## src/rtl/ctx_pkg.sv

```systemverilog
// Shared types and constants for the CTX arbiter.
// Optional grant statistics are enabled with the CTX_ARB_STATS_EN macro.
package ctx_pkg;

   localparam int CTX_DATA_W = 8;
   localparam int CTX_IDX_W  = 3;

   typedef enum logic [1:0] {
      IDLE   = 2'd0,
      ACTIVE = 2'd1,
      DRAIN  = 2'd2
   } ctx_state_t;

   typedef struct packed {
      logic                 valid;
      logic [CTX_IDX_W-1:0] idx;
   } ctx_tag_t;

endpackage

```

## src/rtl/ctx_rr_arb.sv

```systemverilog
// Round-robin picker: the first requester at or after ptr (wrapping) wins.
module ctx_rr_arb
   import ctx_pkg::*;
#(
   parameter int NREQ = 4
)(
   input  logic [NREQ-1:0]      req,
   input  logic [CTX_IDX_W-1:0] ptr,
   output logic [NREQ-1:0]      grant
);

   int unsigned pos;
   logic        found;

   always_comb begin
      grant = '0;
      found = 1'b0;
      pos   = 0;
      for (int k = 0; k < NREQ; k++) begin
         pos = (32'(ptr) + 32'(k)) % 32'(NREQ);
         for (int i = 0; i < NREQ; i++) begin
            if (!found && req[i] && (pos == 32'(i))) begin
               grant[i] = 1'b1;
               found    = 1'b1;
            end
         end
      end
   end

endmodule

```

## src/rtl/ctx_arb.sv

```systemverilog
// Round-robin arbiter feeding a fixed-latency CTX unit, routing results back by tag.
// Define CTX_ARB_STATS_EN to add per-requester saturating grant counters (grant_cnt).
//
// state  | meaning
// IDLE   | no requests and nothing in flight; also parks here after a flush until flush drops
// ACTIVE | granting and/or results in flight
// DRAIN  | flush seen: no grants, waiting for in-flight tags to retire
module ctx_arb
   import ctx_pkg::*;
#(
   parameter int NREQ    = 4,
   parameter int CTX_LAT = 2
)(
   input  logic                             clk,
   input  logic                             rst_n,
   input  logic [NREQ-1:0]                  req_val,
   input  logic [NREQ-1:0][CTX_DATA_W-1:0]  req_data,
   output logic [NREQ-1:0]                  req_rdy,
   output logic                             ctx_val,
   output logic [CTX_DATA_W-1:0]            ctx_in,
   input  logic [CTX_DATA_W-1:0]            ctx_out,
   output logic [NREQ-1:0]                  rsp_val,
   output logic [CTX_DATA_W-1:0]            rsp_data,
   input  logic                             flush,
   output logic                             flush_done
`ifdef CTX_ARB_STATS_EN
   ,
   output logic [NREQ-1:0][15:0]            grant_cnt
`endif
);

   ctx_state_t            state_q, state_d;
   logic                  flush_hold;
   logic [CTX_IDX_W-1:0]  rr_ptr;
   logic [CTX_IDX_W-1:0]  ctx_idx;
   logic [CTX_IDX_W-1:0]  gnt_idx;
   logic [CTX_DATA_W-1:0] gnt_data;
   logic [NREQ-1:0]       grant;
   logic [NREQ-1:0]       rsp_hit;
   logic                  grant_en;
   logic                  any_xfer;
   logic                  tags_busy;
   logic                  pipe_empty;
   ctx_tag_t              tag_q [CTX_LAT];
   ctx_tag_t              tail;

   ctx_rr_arb #(.NREQ(NREQ)) u_rr_arb (
      .req   (req_val),
      .ptr   (rr_ptr),
      .grant (grant)
   );

   // rst_n in the enable keeps req_rdy low while reset is held
   assign grant_en = rst_n && !flush && (state_q != DRAIN);
   assign req_rdy  = grant & {NREQ{grant_en}};
   assign any_xfer = |req_rdy;
   assign tail     = tag_q[CTX_LAT-1];

   always_comb begin
      gnt_idx  = '0;
      gnt_data = '0;
      for (int i = 0; i < NREQ; i++) begin
         if (req_rdy[i]) begin
            gnt_idx  = CTX_IDX_W'(i);
            gnt_data = req_data[i];
         end
      end
   end

   always_comb begin
      tags_busy = 1'b0;
      for (int s = 0; s < CTX_LAT; s++) begin
         tags_busy = tags_busy | tag_q[s].valid;
      end
   end

   assign pipe_empty = !tags_busy && !ctx_val;

   always_comb begin
      rsp_hit = '0;
      for (int i = 0; i < NREQ; i++) begin
         rsp_hit[i] = tail.valid && (tail.idx == CTX_IDX_W'(i));
      end
   end

   always_comb begin
      state_d    = state_q;
      flush_done = 1'b0;
      case (state_q)
         IDLE: begin
            if (flush && !flush_hold) begin
               state_d = DRAIN;
            end else if (|req_val && !flush) begin
               state_d = ACTIVE;
            end
         end
         ACTIVE: begin
            if (flush) begin
               state_d = DRAIN;
            end else if (!(|req_val) && pipe_empty) begin
               state_d = IDLE;
            end
         end
         DRAIN: begin
            if (pipe_empty) begin
               state_d    = IDLE;
               flush_done = 1'b1;
            end
         end
         default: state_d = IDLE;
      endcase
   end

   always_ff @(posedge clk or negedge rst_n) begin
      if (!rst_n) begin
         state_q    <= IDLE;
         flush_hold <= 1'b0;
         rr_ptr     <= '0;
         ctx_val    <= 1'b0;
         ctx_idx    <= '0;
         ctx_in     <= '0;
         rsp_val    <= '0;
         rsp_data   <= '0;
         for (int s = 0; s < CTX_LAT; s++) begin
            tag_q[s] <= '0;
         end
      end else begin
         state_q <= state_d;
         // remembers a completed flush so a held flush does not re-enter DRAIN
         if (!flush) begin
            flush_hold <= 1'b0;
         end else if (flush_done) begin
            flush_hold <= 1'b1;
         end
         ctx_val <= any_xfer;
         if (any_xfer) begin
            ctx_in  <= gnt_data;
            ctx_idx <= gnt_idx;
            rr_ptr  <= (gnt_idx == CTX_IDX_W'(NREQ-1)) ? '0 : gnt_idx + CTX_IDX_W'(1);
         end
         tag_q[0] <= '{valid: ctx_val, idx: ctx_idx};
         for (int s = 1; s < CTX_LAT; s++) begin
            tag_q[s] <= tag_q[s-1];
         end
         rsp_val <= rsp_hit;
         if (tail.valid) begin
            rsp_data <= ctx_out;
         end
      end
   end

`ifdef CTX_ARB_STATS_EN
   always_ff @(posedge clk or negedge rst_n) begin
      if (!rst_n) begin
         grant_cnt <= '0;
      end else begin
         for (int i = 0; i < NREQ; i++) begin
            if (req_rdy[i] && (grant_cnt[i] != 16'hFFFF)) begin
               grant_cnt[i] <= grant_cnt[i] + 16'd1;
            end
         end
      end
   end
`endif

endmodule

```

## config.mk

```make
export PLATFORM = sky130hd
export DESIGN_NAME = ctx_arb
export DESIGN_NICKNAME = d
export VERILOG_FILES = /design/src/rtl/ctx_pkg.sv /design/src/rtl/ctx_rr_arb.sv /design/src/rtl/ctx_arb.sv
export SDC_FILE = /design/constraint.sdc
export NUM_CORES = 1
export LEC_CHECK = 0
export ABC_AREA = 1
export ABC_CLOCK_PERIOD_IN_PS = 4600
export CORE_MARGIN = 2
export CORE_UTILIZATION = 45
export CTS_CLUSTER_SIZE = 8
export DETAILED_ROUTE_END_ITERATION = 6
export HOLD_SLACK_MARGIN = 0.05
export PLACE_DENSITY = 0.8
export SLEW_MARGIN = 0
export SYNTH_ARGS = -nofsm -noshare
export SYNTH_HDL_FRONTEND = slang
export SYNTH_HIERARCHICAL = 1
export SYNTH_SLANG_ARGS = --single-unit
```

## constraint.sdc

```tcl
create_clock -name clk -period 4.6 [get_ports clk]
set_clock_uncertainty 0.05 [all_clocks]
set_input_delay 1.38 -clock clk [delete_from_list [all_inputs] [get_ports clk]]
set_output_delay 1.38 -clock clk [all_outputs]
set_load 0.05 [all_outputs]
```

==> results of run 1 <==
## registers in the layout (all words and copies together), names as in the netlist
signal / count
rr_ptr: 2
ctx_idx: 2
rsp_data: 8
flush_hold: 1
rsp_val: 4
ctx_val: 1
ctx_in: 8
tag_q: 6
state_q: 2
## how the worst max path moves through the flow
stage | from | endpoint | slack [ns] | cells after the start
final | req_val[1] | req_rdy[1] | 0.09 | 13
after global routing | req_val[0] | req_rdy[1] | -0.01 | 13
after CTS | req_val[3] | req_rdy[1] | 0.01 | 13
after detailed placement | req_val[0] | req_rdy[1] | -0.07 | 13
after global placement | req_val[0] | req_rdy[1] | -0.02 | 13
after floorplan | req_val[1] | req_rdy[1] | 0.30 | 12
## cells in the final DEF, fill, tap and decap left out, types with 3 or more instances in the layout
| master | count |
|---|---|
| clkbuf_8 | 6 |
| clkdlybuf4s50_1 | 64 |
| nor2_1 | 24 |
| buf_4 | 19 |
| dfrtp_1 | 34 |
| a21oi_1 | 4 |
| nand2_2 | 3 |
| nand2_1 | 92 |
| nand4_1 | 13 |
| inv_1 | 35 |
| buf_12 | 4 |
| nor3_1 | 5 |
| nand3_1 | 29 |
| nand3_2 | 4 |
| nor2_4 | 7 |
| dlygate4sd2_1 | 3 |
| inv_2 | 6 |
| o21ai_0 | 3 |
## power by group through the flow
stage	Sequential, uW	Combinational (uW)	Clock, uW
after floorplan	736	569	0
after global placement	511	1140	0
after detailed placement	514	1160	0
after CTS	513	1190	229
after global routing	528	1300	243
final	513	1200	224
## routing by layer
layer,track usage,vias up,part of all wire
met1,0.2902,944,0.42
met3,0.07222,11,0.082
met4,0.06173,0,0.018
li1,-,1078,-
met5,0,-,0
met2,0.3425,89,0.48
## through the flow
step | hold WS [ns] | setup TNS, ns | util
floorplan | 0.2812 | 0 | -
global placement | 0.2824 | -0.01967 | 0.6765
detailed placement | 0.2864 | -0.1445 | 0.6765
CTS | 0.3008 | 0 | 0.7019
global route | 0.3106 | -0.01474 | 0.7064
finish | 0.2983 | 0 | 0.7064
## critical path: stages
cell	delay (ns)
dlygate4sd2_1	0.26
nand3_2	0.10
nand3_2	0.10
nor2_4	0.14
nand4_4	0.10
nor2_4	0.15
nand4_4	0.11
nor2_4	0.13
nand2_1	0.07
o21bai_1	0.17
inv_1	0.09
nor2_4	0.14
buf_12	0.14
## timing repair
action	CTS	global route
endpoints found under the setup margin	4	4
gates resized for setup	5	6
pin swaps	5	4
setup buffers	2	1
gates cloned	0	0
hold endpoints to repair	0	0
## final cells by class
cell class / instances / area (um2)
clock buffer: 7 / 86.33
clock inverter: 1 / 5.005
sequential: 34 / 850.8
tap: 52 / 65.06
timing repair buffer: 91 / 902.1
fill: 373 / 1305
inverter: 44 / 172.7
multi-input combinational: 200 / 1057
==> impl_metrics.toml, run 1 <==
[global_routing]
grt_pass1_wl_mm = 8.990
grt_max_degree = 36
grt_use_total = 0.2183
overflow = 0
grt_pass1_vias = 1998
antenna_found_initial = 0

[power]
p_comb_frac = 0.620
vdd_drop_max_mv = 0.3156
p_leak_uw = 0.001574
p_total_uw = 1938
switching_share = 0.4987
power.density_nw_per_um2 = 617.4
clkPwrFrac = 0.116
seqPwrFrac = 0.265
intPower_uw = 971.5
p_sw_uw = 966.6

[drt]
dr.pass1.iters = 4
drt-wirelength-per-cell_um = 12.49
avgViaCountPerCell = 4.946
antenna_left = 0
first_iter_violations = 187
num_vias = 2122
wirelength_mm = 5.360
post-route-drc-count = 0

[placed_design]
place.gp.congestion = 0.9659
pre_cts_slack_ns = -0.07089
hpwl_mm = 4.100
placed_cell_area_um2 = 3007
io_buffers = 72
dpl.cell_count = 418

[cts]
hold_buffers = 0
htreeDepth = 2
cts_made_buffers = 5
clk_path_buf_depth = 2
clkSinkCount = 34
clkLatencyLatePin_ns = 0.28
clk_pin_slew_worst_paths_ns = 0.06
cts-root-buf = "clkbuf_8"
tritoncts = "done"

[yosys]
syn_area_um2 = 2106
synth_area_per_cell_um2 = 7.389
synth_fp_nets = 332
synth_cells = 285
synth_warnings = 6

[die]
initial_core_util = 0.4738
fp.dieH_um = 72.41
core_um2 = 4444
rows = 24
dieArea_um2 = 5242
die-width_um = 72.41
ios = 73

[worst_setup_path]
r2r_end = "ctx_in[7]"
ff2ff_setup_slack_ns = 1.88
path_max_fanout = 4
cp-start-kind = "primary input"
worstSetupEndpointType = "primary output"
cp_data_arrival_time_ns = 3.08
crit_required_ns = 3.17
rr_startpoint = "rr_ptr[0]"
critPathKind = "in -> out"
rr_worst_depth = 18

[hold_path]
hp-class = "reg -> reg"
hold_depth = 0
hold_start = "tag_q[4]"
worstHoldEndpoint = "tag_q[0]"

[timing]
finalSetupViolCount = 0
slew_viol_final = 0
fin_crit_sh = 0.9814
hold_violations = 0
worst_slack_ns = 0.08573
worstMarginPinSlew_ns = 0.5146
fmax_ghz = 0.2215
period_needed_ns = 4.514
timing.slew.headroom = 0.6559

[cells_and_area]
nets = 423
antennaDiodeCount = 0
drive_above_1_share = 0.1671
area_growth_pct = 49.08
instances_no_fill = 429
design_area_um2 = 3139

[run]
cap_viol_max_count = 0

[outcome]
outcome = "completed"
No activity file was read; power rests on OpenSTA's default activity.
==> run 2, diff against run 1 <==
--- a/config.mk
+++ b/config.mk
@@ -11,6 +11,7 @@
 export CORE_UTILIZATION = 45
 export CTS_CLUSTER_SIZE = 8
 export DETAILED_ROUTE_END_ITERATION = 6
+export GPL_TIMING_DRIVEN = 0
 export HOLD_SLACK_MARGIN = 0.05
 export PLACE_DENSITY = 0.8
 export SLEW_MARGIN = 0
==> run 2 against run 1 <==
Net effect:
- total power is 0.21% higher
- largest cell class unchanged
- combinational power hardly changed
- maximum frequency is 0.33% higher
- sequential power is 2% lower
- count of clock-buffer cells in the layout is 1 lower
- routed wire length is 4.3% lower
==> impl_metrics.toml, run 2 (synthesis gave the netlist of run 1 again) <==
[drt]
drt-wirelength-per-cell_um = 12.04
antenna_left = 0
post-route-drc-count = 0
dr.pass1.iters = 4
num_vias = 2112
wirelength_mm = 5.130
first_iter_violations = 163
avgViaCountPerCell = 4.958

[die]
ios = 73
initial_core_util = 0.4738
core_um2 = 4444
rows = 24
fp.dieH_um = 72.41
die-width_um = 72.41
dieArea_um2 = 5242

[power]
p_sw_uw = 960.4
p_comb_frac = 0.636
clkPwrFrac = 0.106
power.density_nw_per_um2 = 630.5
p_leak_uw = 0.001544
intPower_uw = 981.7
seqPwrFrac = 0.258
switching_share = 0.4945
vdd_drop_max_mv = 0.3526

[cts]
clk_path_buf_depth = 2
clk_pin_slew_worst_paths_ns = 0.06
cts_made_buffers = 5
cts-root-buf = "clkbuf_8"
tritoncts = "done"
clkLatencyLatePin_ns = 0.27
htreeDepth = 2
clkSinkCount = 34

[hold_path]
hold_start = "tag_q[5]"
hold_depth = 0
worstHoldEndpoint = "tag_q[1]"
hp-class = "reg -> reg"

[worst_setup_path]
cp_slowest_stage_delay_ns = 0.27
cp_data_arrival_time_ns = 3.07
crit_top_cell = "nor2_4"
ff2ff_setup_slack_ns = 1.73
crit_chain = "dlygate4sd2_1, clkinv_2, nor2_1, nor2_4, nand4_4, nor2_4, buf_4, nand4_1, nand3_1, o21bai_1, buf_4, inv_1, nor2_4, buf_8"
path_delay_family = "buffers and inverters"
worst_path_max_delay_cell = "dlygate4sd2_1"
cp-start-kind = "primary input"
rr_worst_depth = 18
path_depth = 14
path_max_fanout = 4
r2r_end = "ctx_in[5]"
worstSetupEndpointType = "primary output"
critPathKind = "in -> out"
path_buf_inv = 6
crit_required_ns = 3.17
rr_startpoint = "rr_ptr[0]"

[global_routing]
antenna_found_initial = 0
grt_max_degree = 37
grt_pass1_vias = 1944
grt_use_total = 0.2086
overflow = 0
grt_pass1_wl_mm = 8.645

[timing]
fin_crit_sh = 0.9782
finalSetupViolCount = 0
fmax_ghz = 0.2222
worst_slack_ns = 0.1004
hold_violations = 0
worstMarginPinSlew_ns = 0.7566
period_needed_ns = 4.500
timing.slew.headroom = 0.4956
slew_viol_final = 0

[cells_and_area]
nets = 422
reg_top3 = "ctx_in x8, rsp_data x8, tag_q x6"
final_cell_mix = "nand2_1, clkdlybuf4s50_1, inv_1"
drive_above_1_share = 0.1604
fill_cells = 387
regArea_um2 = 850.8
multi_input_comb_area_um2 = 1055
final_common_cell = "nand2_1"
antennaDiodeCount = 0
final_core_util = 0.6931
area_growth_pct = 46.29

[placed_design]
pre_cts_slack_ns = -1.188
hpwl_mm = 3.752
place.gp.congestion = 0.8879
io_buffers = 72

[run]
cap_viol_max_count = 0

[outcome]
outcome = "completed"
[run 2: timing repair]
| item | in CTS | in global routing |
|---|---|---|
| hold buffers | 0 | 0 |
| pin swaps | 4 | 5 |
| gates resized for setup | 44 | 8 |
| setup endpoints to repair | 4 | 4 |
| gates cloned | 0 | 0 |
| buffers inserted | 6 | 5 |
[run 2: worst max path at each step]
stage	from	to	slack (ns)
6_report	req_val[3]	req_rdy[1]	0.10
5_1_grt	req_val[3]	req_rdy[3]	-0.03
4_1_cts	req_val[0]	req_rdy[2]	0.003
3_5_place_dp	req_val[1]	req_rdy[3]	-1.19
3_3_place_gp	rst_n	req_rdy[3]	-1.39
2_1_floorplan	req_val[1]	req_rdy[1]	0.30
[run 2: final cells by class]
cell class	instances	share of cell area
buffer	7	0.01747
clock buffer	6	0.02681
inverter	44	0.05808
multi-input combinational	200	0.3424
sequential	34	0.2762
tap	52	0.02112
timing repair buffer	83	0.2579
[run 2: routing by layer]
metal	wire, um	GRT usage	share of wire
met1	2174	0.2725	0.42
met2	2512	0.3527	0.49
met3	422	0.05278	0.082
met4	19	0.04321	0.0037
met5	0	0	0
[run 2: stage by stage]
| step | std cells | cell area (um2) | total power (uW) | setup TNS [ns] | hold slack [ns] |
|---|---|---|---|---|---|
| 2_1_floorplan | 285 | 2106 | 1305 | 0 | 0.2812 |
| 3_3_place_gp | 409 | 2892 | 1617 | -5.121 | 0.2825 |
| 3_5_place_dp | 409 | 2887 | 1631 | -4.293 | 0.2863 |
| 4_1_cts | 421 | 3052 | 1909 | 0 | 0.3018 |
| 5_1_grt | 426 | 3080 | 2075 | -0.04902 | 0.3082 |
| 6_report | 426 | 3080 | 1942 | 0 | 0.2998 |
[run 2: power by group through the flow]
stage / Clock [uW] / Sequential (uW) / Combinational [uW]
after global placement: 0 / 501 / 1120
after CTS: 211 / 501 / 1200
after global routing: 222 / 519 / 1330
after detailed placement: 0 / 501 / 1130
final: 206 / 501 / 1230
after floorplan: 0 / 736 / 569
==> run 3, diff against run 2 <==
--- a/config.mk
+++ b/config.mk
@@ -7,13 +7,14 @@
 export LEC_CHECK = 0
 export ABC_AREA = 1
 export ABC_CLOCK_PERIOD_IN_PS = 4600
-export CORE_MARGIN = 2
+export CORE_MARGIN = 10
 export CORE_UTILIZATION = 45
 export CTS_CLUSTER_SIZE = 8
 export DETAILED_ROUTE_END_ITERATION = 6
 export GPL_TIMING_DRIVEN = 0
 export HOLD_SLACK_MARGIN = 0.05
 export PLACE_DENSITY = 0.8
+export SKIP_LAST_GASP = 1
 export SLEW_MARGIN = 0
 export SYNTH_ARGS = -nofsm -noshare
 export SYNTH_HDL_FRONTEND = slang
==> run 3 against run 2 <==
Net effect:
- total power rose by 1.6%
- core utilization shrank 0.056 points
- first-iteration DRC count is 44% lower
- sequential power about the same
- hold slack lost 0.0035 ns
- design area barely moved
- clock power rose by 9%
- final cell count increased by 0.47%
- critical path type unchanged
==> impl_metrics.toml, run 3 (synthesis gave the netlist of run 1 again) <==
[outcome]
outcome = "completed"

[drt]
dr.pass1.iters = 4
first_iter_violations = 92
post-route-drc-count = 0
drt-wirelength-per-cell_um = 13.50
wirelength_mm = 5.777
num_vias = 2137
antenna_left = 0
avgViaCountPerCell = 4.993

[cts]
tritoncts = "done"
cts_made_buffers = 5
clk_pin_slew_worst_paths_ns = 0.07
htreeDepth = 2
clkSinkCount = 34
hold_buffers = 0
clkLatencyLatePin_ns = 0.29
clk_path_buf_depth = 2
cts-root-buf = "clkbuf_8"

[worst_setup_path]
cp_slowest_stage_delay_ns = 0.17
critPathKind = "in -> out"
cp-start-kind = "primary input"
crit_top_cell = "nor2_4"
path_max_fanout = 7
cp_data_arrival_time_ns = 3.04
crit_required_ns = 3.17
path_buf_inv = 5
path_delay_family = "simple AND/OR/NAND/NOR gates"
worstSetupEndpointType = "primary output"
crit_chain = "buf_2, nand3_2, nand3_2, nor2_4, nand4_4, nor2_4, buf_6, nand4_1, nand3_1, o21bai_1, buf_4, inv_1, nor2_4, buf_8"
worst_path_max_delay_cell = "nor2_4"

[placed_design]
io_buffers = 72
place.gp.congestion = 0.9404
placed_cell_area_um2 = 2887
hpwl_mm = 4.386

[global_routing]
grt_pass1_vias = 2042
grt_max_degree = 37
grt_use_total = 0.1485
antenna_found_initial = 0
overflow = 0
grt_pass1_wl_mm = 9.259

[cells_and_area]
area_growth_pct = 46.17
reg_top3 = "ctx_in x8, rsp_data x8, tag_q x6"
drive_above_1_share = 0.1649
final_common_cell = "nand2_1"
final_cell_mix = "nand2_1, clkdlybuf4s50_1, inv_1"
multi_input_comb_area_um2 = 1050
antennaDiodeCount = 0
design_area_um2 = 3078
final_core_util = 0.6926
fill_cells = 380
regArea_um2 = 850.8
nets = 422

[timing]
slew_viol_final = 0
fin_crit_sh = 0.9724
holdWs_ns = 0.2963
fin_setup_tns_ns = 0
rsz0062_at_grt = "no"
worstMarginPinSlew_ns = 0.7344
timing.slew.headroom = 0.5104
finalSetupViolCount = 0
period_needed_ns = 4.473
fmax_ghz = 0.2236
hold_violations = 0

[die]
fp.dieH_um = 88.41
die-width_um = 88.41
initial_core_util = 0.4738
rows = 24
ios = 73
core_um2 = 4444
dieArea_um2 = 7815

[power]
p_total_uw = 1974
p_leak_uw = 0.001548
vdd_drop_max_mv = 0.2824
power.density_nw_per_um2 = 641.2

[hold_path]
hp-class = "reg -> reg"

[run]
cap_viol_max_count = 0
run 3: final cells by class:
class                   count  share of cell area
repair buffers             83              0.2569
multi-input cells         200              0.3411
inverters                  44             0.05732
well taps                  52             0.02114
clock buffers               7             0.02805
plain buffers               7             0.01748
clock inverters             1            0.001626
flip-flops and latches     34              0.2764
run 3: routing by layer:
metal	part of all wire	track usage	routed length [um]
met1	0.40	0.1648	2320
met2	0.46	0.2384	2679
met4	0.021	0.04846	120
met5	0	0	0
met3	0.11	0.08088	656
run 3: stage by stage:
| stage | worst slack (ns) | std cells |
|---|---|---|
| after CTS | 0.0001574 | 426 |
| after global routing | 0.01273 | 428 |
| after detailed placement | -1.200 | 409 |
| final | 0.1270 | 428 |
| after global placement | -1.390 | 409 |
| after floorplan | 0.3010 | 285 |
run 3: where the power goes:
part           leakage [uW]  switching, uW  internal [uW]  total, uW
Combinational       0.00106            796            452       1250
Sequential         0.000439           81.8            419        501
Clock             0.0000482            104            121        224
run 3: timing repair:
item,4_1_cts,5_1_grt
gates cloned,0,0
hold endpoints to repair,0,0
pin swaps,6,5
buffers inserted,9,2
setup endpoints to repair,4,4
resized for setup,45,9
run 3: worst paths after layout:
path                               to  slack, ns  cells past startpoint       start
setup / recovery           req_rdy[1]       0.13                     14  req_val[1]
max in group asynchronous    tag_q[3]       2.93                      1       rst_n
hold reg to reg              tag_q[0]       0.30                      0    tag_q[4]
setup reg to reg            ctx_in[5]       1.69                     19   rr_ptr[0]
hold / removal               tag_q[0]       0.30                      0    tag_q[4]
min in group asynchronous  rsp_val[3]       1.10                      1       rst_n
run 3: worst reg2reg max path, cell delays in order, from the launching register on:
cell and delay (ns):
dfrtp_1 0.51, nor2_1 0.16, nand2_2 0.10, nand3_2 0.08
nor2_4 0.12, nand4_4 0.10, nor2_4 0.17, buf_6 0.13
nand4_1 0.08, nand3_1 0.12, o21bai_1 0.12, buf_4 0.13
buf_4 0.09, buf_4 0.14, clkbuf_1 0.35, nor2_1 0.09
nand2_1 0.08, nand3_1 0.06, nand3_1 0.09, nand2_1 0.05
